### config.mk
export PLATFORM = sky130hd
export DESIGN_NAME = int_seq
export DESIGN_NICKNAME = d
export VERILOG_FILES = /design/src/rtl/int_seq_pkg.sv /design/src/rtl/int_seq_sync_ff.sv /design/src/rtl/int_seq.sv
export SDC_FILE = /design/constraint.sdc
export NUM_CORES = 1
export LEC_CHECK = 0
export ABC_AREA = 1
export ABC_CLOCK_PERIOD_IN_PS = 1500
export CAP_MARGIN = 20
export CORE_MARGIN = 2
export CORE_UTILIZATION = 36
export CTS_CLUSTER_DIAMETER = 100
export DETAILED_ROUTE_END_ITERATION = 10
export GPL_TIMING_DRIVEN = 0
export PLACE_DENSITY = 0.78
export SYNTH_ARGS = -nofsm -noshare
export SYNTH_HDL_FRONTEND = slang
export SYNTH_SLANG_ARGS = --single-unit
### constraint.sdc
create_clock -name clk -period 1.5 [get_ports clk]
set_input_delay 0.375 -clock clk [delete_from_list [all_inputs] [get_ports clk]]
set_output_delay 0.375 -clock clk [all_outputs]
set_load 0.005 [all_outputs]
### src/rtl/int_seq_pkg.sv
// int_seq_pkg
//   Shared definitions for the interrupt/reset sequencer: sequencer state
//   encoding, vector low bytes, the fixed vector high byte and the BRK opcode
//   that is injected into the instruction register.
package int_seq_pkg;

    typedef enum logic [1:0] {
        RST_SEQ = 2'd0,
        IDLE    = 2'd1,
        NMI_SEQ = 2'd2,
        IRQ_SEQ = 2'd3
    } seq_state_t;

    localparam logic [7:0] VEC_RST_LO = 8'hFC;
    localparam logic [7:0] VEC_NMI_LO = 8'hFA;
    localparam logic [7:0] VEC_IRQ_LO = 8'hFE;
    localparam logic [7:0] VEC_HI     = 8'hFF;
    localparam logic [7:0] OPC_BRK    = 8'h00;

    // IDLE shares the IRQ vector: a software BRK executed from IDLE
    // vectors through 0xFFFE just like a hardware IRQ.
    function automatic logic [7:0] vec_lo_for(input seq_state_t s);
        logic [7:0] v;
        v = VEC_IRQ_LO;
        case (s)
            RST_SEQ: v = VEC_RST_LO;
            NMI_SEQ: v = VEC_NMI_LO;
            default: v = VEC_IRQ_LO;
        endcase
        return v;
    endfunction

endpackage

### src/rtl/int_seq_sync_ff.sv
// sync_ff
//   Two-flop synchronizer for an asynchronous, idle-high pin.
//   Ports:
//     clk   - sampling clock
//     rst_n - asynchronous active-low reset; both flops reset to 1
//     d     - asynchronous input pin
//     q     - synchronized output
module sync_ff (
    input  logic clk,
    input  logic rst_n,
    input  logic d,
    output logic q
);

    logic meta;

    always_ff @(posedge clk or negedge rst_n) begin
        if (!rst_n) begin
            meta <= 1'b1;
            q    <= 1'b1;
        end else begin
            meta <= d;
            q    <= meta;
        end
    end

endmodule

### src/rtl/int_seq.sv
// int_seq
//   Interrupt and reset sequencer in front of the CPU instruction register.
//   At each opcode fetch it either passes D_BUS through or injects BRK (0x00)
//   so that reset, NMI, IRQ and software BRK all run one microcode path.
//   Ports:
//     clk      - CPU clock
//     RST      - asynchronous active-low reset
//     NMI      - active-low, falling-edge NMI pin (asynchronous)
//     IRQ      - active-low, level IRQ pin (asynchronous)
//     SO       - active-low, falling-edge set-overflow pin (asynchronous)
//     sr_I     - interrupt-disable flag from the status register
//     fetch    - high in the cycle the CPU loads IR
//     vec_ack  - high in the cycle the CPU loads PCH from the vector
//     D_BUS    - external data bus
//     ir_out   - opcode to IR (D_BUS or 0x00)
//     int_take - high in the fetch cycle that injects 0x00
//     vec_lo   - vector low byte for the running sequence
//     seq_rst  - high while the reset sequence runs (stack writes suppressed)
//     brk_flag - B bit for the pushed status
//     so_set   - one-cycle pulse that sets V
module int_seq
    import int_seq_pkg::*;
(
    input  logic       clk,
    input  logic       RST,
    input  logic       NMI,
    input  logic       IRQ,
    input  logic       SO,
    input  logic       sr_I,
    input  logic       fetch,
    input  logic       vec_ack,
    input  logic [7:0] D_BUS,
    output logic [7:0] ir_out,
    output logic       int_take,
    output logic [7:0] vec_lo,
    output logic       seq_rst,
    output logic       brk_flag,
    output logic       so_set
);

    seq_state_t state;
    logic       nmi_s, irq_s, so_s;
    logic       nmi_d, so_d;
    logic       nmi_pend;
    logic       nmi_fall;
    logic       irq_req;
    logic       take_req;

    sync_ff u_sync_nmi (.clk(clk), .rst_n(RST), .d(NMI), .q(nmi_s));
    sync_ff u_sync_irq (.clk(clk), .rst_n(RST), .d(IRQ), .q(irq_s));
    sync_ff u_sync_so  (.clk(clk), .rst_n(RST), .d(SO),  .q(so_s));

    assign nmi_fall = nmi_d & ~nmi_s;
    assign irq_req  = ~irq_s & ~sr_I;

    // Edge registers, NMI latch and SO pulse. A fresh NMI edge wins over the
    // vec_ack that would otherwise clear the pending flag, so back-to-back
    // NMIs are never dropped.
    always_ff @(posedge clk or negedge RST) begin
        if (!RST) begin
            nmi_d    <= 1'b1;
            so_d     <= 1'b1;
            so_set   <= 1'b0;
            nmi_pend <= 1'b0;
        end else begin
            nmi_d  <= nmi_s;
            so_d   <= so_s;
            so_set <= so_d & ~so_s;
            if (nmi_fall)
                nmi_pend <= 1'b1;
            else if (vec_ack && state == NMI_SEQ)
                nmi_pend <= 1'b0;
        end
    end

    // Sequencer. A pending NMI arriving during an IRQ sequence hijacks it
    // so the same stacked frame is vectored through the NMI vector.
    always_ff @(posedge clk or negedge RST) begin
        if (!RST) begin
            state <= RST_SEQ;
        end else begin
            case (state)
                RST_SEQ: if (vec_ack) state <= IDLE;
                IDLE: begin
                    if (fetch && nmi_pend)
                        state <= NMI_SEQ;
                    else if (fetch && irq_req)
                        state <= IRQ_SEQ;
                end
                NMI_SEQ: if (vec_ack) state <= IDLE;
                IRQ_SEQ: begin
                    if (vec_ack)
                        state <= IDLE;
                    else if (nmi_pend)
                        state <= NMI_SEQ;
                end
                default: state <= RST_SEQ;
            endcase
        end
    end

    // Injection is decided combinationally inside the fetch cycle itself;
    // the state moves at the edge that closes that cycle.
    assign take_req = (state == RST_SEQ) ||
                      ((state == IDLE) && (nmi_pend || irq_req));
    assign int_take = fetch & take_req;
    assign ir_out   = int_take ? OPC_BRK : D_BUS;
    assign vec_lo   = vec_lo_for(state);
    assign brk_flag = (state == IDLE);
    assign seq_rst  = (state == RST_SEQ);

endmodule
==> results of run 1 <==
[critical path: cells and delay by family (launching register included)]
kind | cells | cell delay, ns
and+or+nand+nor | 1 | 0.16
buffers and inverters | 2 | 0.25
AOI/OAI and AO/OA | 2 | 0.19
DFF | 1 | 0.41
[report_power, final]
group          total, uW  internal [uW]  switching (uW)
logic                844            463             381
registers            433            386            46.0
clock network        236            147            88.8
[final cells by class]
cell class              instances  share of cell area [%]
plain buffers                   8                    6.38
clock buffers                   4                    3.43
inverters                      16                    5.67
multi-input cells              38                    21.0
flip-flops and latches         12                    29.4
well taps                      16                    1.89
repair buffers                 42                    32.2
[cell usage in the layout (no fill, tap or decap), drive strengths merged, types with 2 or more instances in the layout]
cell type	count
a31oi	8
buf	32
clkbuf	6
clkdlybuf4s50	13
conb	6
dfrtp	4
dfstp	8
dlygate4sd2	2
inv	16
nand2	7
nand3	5
nor2	6
o21ai	5
[timing repair]
item / 4_1_cts / 5_1_grt
resized for setup: 59 / 7
buffers inserted: 9 / 2
gates cloned: 2 / 1
pin swaps: 4 / 5
setup endpoints to repair: 13 / 14
[metrics by stage]
step / worst slack, ns / total power, uW / util [%] / instances
3_3_place_gp: -0.707 / 1030 / 60.2 / 118
4_1_cts: -0.132 / 1450 / 67.7 / 133
2_1_floorplan: 0.261 / 741 / - / 73
3_5_place_dp: -0.715 / 1050 / 60.2 / 118
6_report: -0.131 / 1510 / 68.7 / 136
5_1_grt: -0.217 / 1630 / 68.7 / 136
[cell usage after synthesis]
| cell | instances |
|---|---|
| and3_1 | 1 |
| inv_2 | 2 |
| o21ai_2 | 1 |
| dfstp_2 | 8 |
| nor2_1 | 4 |
| buf_2 | 1 |
| dfrtp_1 | 4 |
| o21ai_0 | 2 |
| nand3_1 | 5 |
| a31oi_1 | 8 |
| nor2_2 | 1 |
| nand2_1 | 7 |
| buf_6 | 1 |
| inv_1 | 14 |
| conb_1 | 2 |
| nor2_4 | 1 |
| o21ai_1 | 1 |
| buf_4 | 6 |
[sequential cells by signal (all words and copies together), names as in the netlist]
register / count
nmi_d: 1
nmi_pend: 1
so_d: 1
so_set: 1
state: 2
u_sync_irq.meta: 1
u_sync_irq.q: 1
u_sync_nmi.meta: 1
u_sync_nmi.q: 1
u_sync_so.meta: 1
u_sync_so.q: 1
[per-layer routing]
metal  share of wire [%]  vias up  track usage [%]
li1                    -      308                -
met1                  36      266             15.8
met2                  47       33             28.0
met3                  17        0             4.40
met4                   0        0             3.53
met5                   0        -                0
[worst max path at each step]
stage | end | slack, ns | startpoint | cells past startpoint
floorplan | int_take | 0.26 | state[0] | 4
global placement | int_take | -0.71 | sr_I | 4
detailed placement | int_take | -0.71 | sr_I | 4
CTS | ir_out[3] | -0.13 | state[0] | 6
global route | ir_out[3] | -0.22 | nmi_pend | 5
finish | ir_out[0] | -0.13 | nmi_pend | 5
[cell families (layout without fill, tap and decap cells)]
logic type	count (synthesis)	in the layout	share of synthesized area, %
buf+inv	24	70	20.1
compound gates	12	13	12.2
simple gates	19	19	14.9
other cells	2	6	1.25
flops	12	12	51.5
==> impl_metrics.toml, run 1 <==
[timing]
rsz0062_at_grt = "true"
timing.fmax_ghz = 0.613
hold_slack_ns = 0.359
finalClockSkew_ns = 0.00227
setup_violations = 9
fin_setup_tns_ns = -0.756
min_period_ns = 1.63
slew_violations = 0
hold_viol = 0
worst_slack_ns = -0.131
period_share_pct = 109

[setup_path]
crit_arrival_ns = 1.26
path_class = "reg2out"
crit_fanout = 4
critPathSlowestCell = "dfrtp_1"
worstReg2RegStart = "u_sync_irq.q"
r2r_slack_ns = 0.33
worstPathCellList = "nor2_4 -> buf_6 -> o21ai_4 -> a31oi_1 -> buf_2"
r2r_cells = 6
cp.required_ns = 1.12
endpoint_kind = "output port"
rr_endpoint = "state[1]"
max_stage_delay_ns = 0.41
start_kind = "flip-flop"

[layout]
final_cell_area_sq_mm = 0.00106
final_nets = 137
layout-drive-gt1-share_pct = 45.0
register_area_sq_um = 312
fillCellCount = 123
area_delta_synth_final_pct = 75.5
multi_input_area_sq_um = 223
antenna_cells = 0

[power]
p_leak_uw = 0.000556
p_per_area_mw_per_mm2 = 1430
irDropWorstVdd_mv = 0.807

[die]
dieHeight_um = 44.9
core-area_sq_mm = 0.00154
dieArea_sq_mm = 0.00202
start_util_pct = 39.1
placementRows = 14
num_io_pins = 36
die_w_um = 44.9

[place]
dpl_cell_area_sq_um = 928
io_buffers = 29
dp_hpwl_um = 1050
gp_routability_congestion = 0.717

[detailed_routing]
drc = 0
drtAntennaViolNets = 0
first_iter_violations = 2
drtPass1Iterations = 3
wl_um = 1520
routedWlPerCell_um = 11.2
vias = 607
vias_per_cell = 4.46

[worst_hold_path]
hold_path.class = "reg2reg"
holdPathStages = 0
min_from = "u_sync_so.meta"
hold_end = "u_sync_so.q"

[cts]
cts_buffer_depth = 2
htree_levels = 1
holdBufCountCts = 0
clk_latency_ns = 0.25
numClockSinks = 12
clkTransAtPathRegs_ns = 0.07
cts_buffers = 3
root_buffer = "clkbuf_4"
cts_tree = "done"

[global_route]
antenna_found_initial = 0
gr-total-overflow = 0
grt_pass1_vias = 567
grt_max_degree = 13
grt_util_all_layers_pct = 14.8
grt_pass1_wl_um = 2210

[synth]
postSynthCellCount = 69
syn_area_per_cell_sq_um = 8.74
ys_seq_area_share_pct = 51.5
yosys.area.top_type = "dfstp_2"
synth_cell_types = 18
yosys-top-cells-area = "dfstp_2 (35%), dfrtp_1 (17%), inv_1 (8.7%)"
syn-cell-area_sq_um = 603
yosysTopAreaCellShare_pct = 34.9
yosys_register_bits = 12
yosys_warnings = 0

[outcome]
violations = "negative setup slack"
status = "complete, but fails checks"

[job]
drv_cap = 0
(Power assumes the default switching activity.)
==> run 2, diff against run 1 <==
- PLACE_DENSITY: 0.78 -> 0.77
- SYNTH_HIERARCHICAL: not set -> 1
==> impl_metrics.toml, run 2 <==
[power]
switching_share_pct = 37.2
p_seq_share_pct = 28.7
combPwrFrac_pct = 59.1
p_sw_uw = 591
p_per_area_mw_per_mm2 = 1440
p_int_uw = 995
pwr-share-clk_pct = 12.3
irDropWorstVdd_mv = 0.903
p_leak_uw = 0.000581

[timing]
fin_setup_tns_ns = -2.28
period_share_pct = 116
rsz0062_at_grt = "true"
worst_slack_ns = -0.246
timing.fmax_ghz = 0.573
hold_slack_ns = 0.356
hold_viol = 0
finalClockSkew_ns = 0.00352
setup_violations = 11
min_period_ns = 1.75
slew_violations = 0

[cts]
clkTransAtPathRegs_ns = 0.07
cts_buffers = 3
htree_levels = 1
root_buffer = "clkbuf_4"
cts_tree = "done"
holdBufCountCts = 0
cts_buffer_depth = 2
clk_latency_ns = 0.26
numClockSinks = 12

[setup_path]
path_class = "reg2out"
start_kind = "flip-flop"
crit_fanout = 5
cp.required_ns = 1.12
crit_arrival_ns = 1.37
endpoint_kind = "output port"

[layout]
antenna_cells = 0
final_cell_area_sq_mm = 0.00110
final_nets = 141
largest_reg_flops = 2
final_common_cell = "buf_4"
top_register = "state"
fillCellCount = 124
layout-drive-gt1-share_pct = 56.5
area_delta_synth_final_pct = 80.1
final_cell_mix = "buf_4 (18), inv_1 (14), clkdlybuf4s50_1 (14)"

[synth]
yosys-top-cells-area = "dfstp_2 (34%), dfrtp_1 (16%), inv_1 (9.8%)"
synth_common_cells = "inv_1 (16), nand2_1 (9), nor2_2 (9)"
synth_flop_cell = "dfstp_2"
yosysMostFrequentCell = "inv_1"
yosys_register_bits = 12
synth_cell_types = 16
postSynthCellCount = 70
yosysTopAreaCellShare_pct = 34.4
synthArstFlopShare_pct = 100
synth_edf_count = 0
syn-cell-area_sq_um = 611
yosys.area.top_type = "dfstp_2"
yosys_warnings = 6
syn_area_per_cell_sq_um = 8.72
ys_seq_area_share_pct = 50.8

[detailed_routing]
first_iter_violations = 6
drtAntennaViolNets = 0
vias = 603
wl_um = 1640
drtPass1Iterations = 4
routedWlPerCell_um = 11.7
vias_per_cell = 4.31
drc = 0

[place]
io_buffers = 29
dpl_cell_area_sq_um = 936
gp_routability_congestion = 0.644
dp_hpwl_um = 884

[global_route]
grt_max_degree = 13
gr-total-overflow = 0
grt_pass1_wl_um = 2080
grt_pass1_vias = 496
grt_util_all_layers_pct = 14.6
antenna_found_initial = 0

[die]
placementRows = 14
core-area_sq_mm = 0.00154
start_util_pct = 39.6
dieArea_sq_mm = 0.00204
die_w_um = 45.2
dieHeight_um = 45.2
num_io_pins = 36

[worst_hold_path]
hold_path.class = "reg2reg"

[outcome]
violations = "negative setup slack"
status = "complete, but fails checks"

[job]
drv_cap = 0
[run 2: cell types whose count changed after synthesis, moves of 2 or more]
cell     change
inv_1        +2
nor2_2       +8
a31oi_1      -8
nand2_1      +2
[run 2: per-stage QoR]
stage	instances	utilization [%]	worst slack, ns	power, uW
floorplan	74	-	0.204	724
global placement	119	60.7	-0.751	1000
detailed placement	119	60.7	-0.766	1020
CTS	135	67.2	-0.322	1350
global route	140	71.3	-0.306	1690
finish	140	71.3	-0.246	1590
[run 2: worst paths after layout]
path	from	end	slack, ns	depth (start not counted)
worst max-delay path	state[1]	ir_out[5]	-0.25	7
worst min-delay path	u_sync_irq/meta	u_sync_irq/q	0.36	0
worst max register to register	u_sync_irq/q	state[0]	0.02	10
worst min register to register	u_sync_irq/meta	u_sync_irq/q	0.36	0
max in group asynchronous	RST	state[0]	0.70	1
min in group asynchronous	RST	nmi_pend	0.45	1
[run 2: cells by family after synthesis]
group / after synthesis / share of synthesized area (%)
other cells: 2 / 1.23
simple gates: 30 / 27.7
compound gates: 3 / 2.46
flops: 12 / 50.8
buf+inv: 23 / 17.8
[run 2: repair_timing]
| action | in CTS | in global routing |
|---|---|---|
| pin swaps | 3 | 3 |
| endpoints found under the setup margin | 13 | 14 |
| hold endpoints to repair | 0 | 0 |
| buffers inserted | 12 | 5 |
| gates resized for setup | 50 | 17 |
[run 2: critical path, cell delays in order (launching register included)]
cell	delay (ns)
dfrtp_2	0.45
inv_4	0.07
buf_6	0.09
nand2_4	0.04
nor2_4	0.17
buf_12	0.14
nor2_4	0.03
buf_2	0.12
[run 2: layout make-up]
type,instances,area [sq um],area share (%)
sequential,12,313,28.4
buffer,6,45.0,4.10
clock buffer,4,26.3,2.39
tap,16,20.0,1.82
timing repair buffer,46,385,35.0
multi-input combinational,39,244,22.2
inverter,17,66.3,6.03
[run 2: power groups by stage]
stage               logic [uW]  clock network (uW)  registers, uW
finish                     937                 194            454
floorplan                  284                   0            441
CTS                        700                 203            449
global route              1000                 221            465
global placement           553                   0            450
detailed placement         567                   0            454
[run 2: layer usage]
| metal | global-route usage (%) | up-vias | routed length (um) |
|---|---|---|---|
| li1 | - | 300 | - |
| met1 | 15.6 | 275 | 581 |
| met2 | 26.9 | 28 | 880 |
| met3 | 2.80 | 0 | 181 |
| met4 | 7.06 | 0 | 0 |
| met5 | 0 | - | 0 |
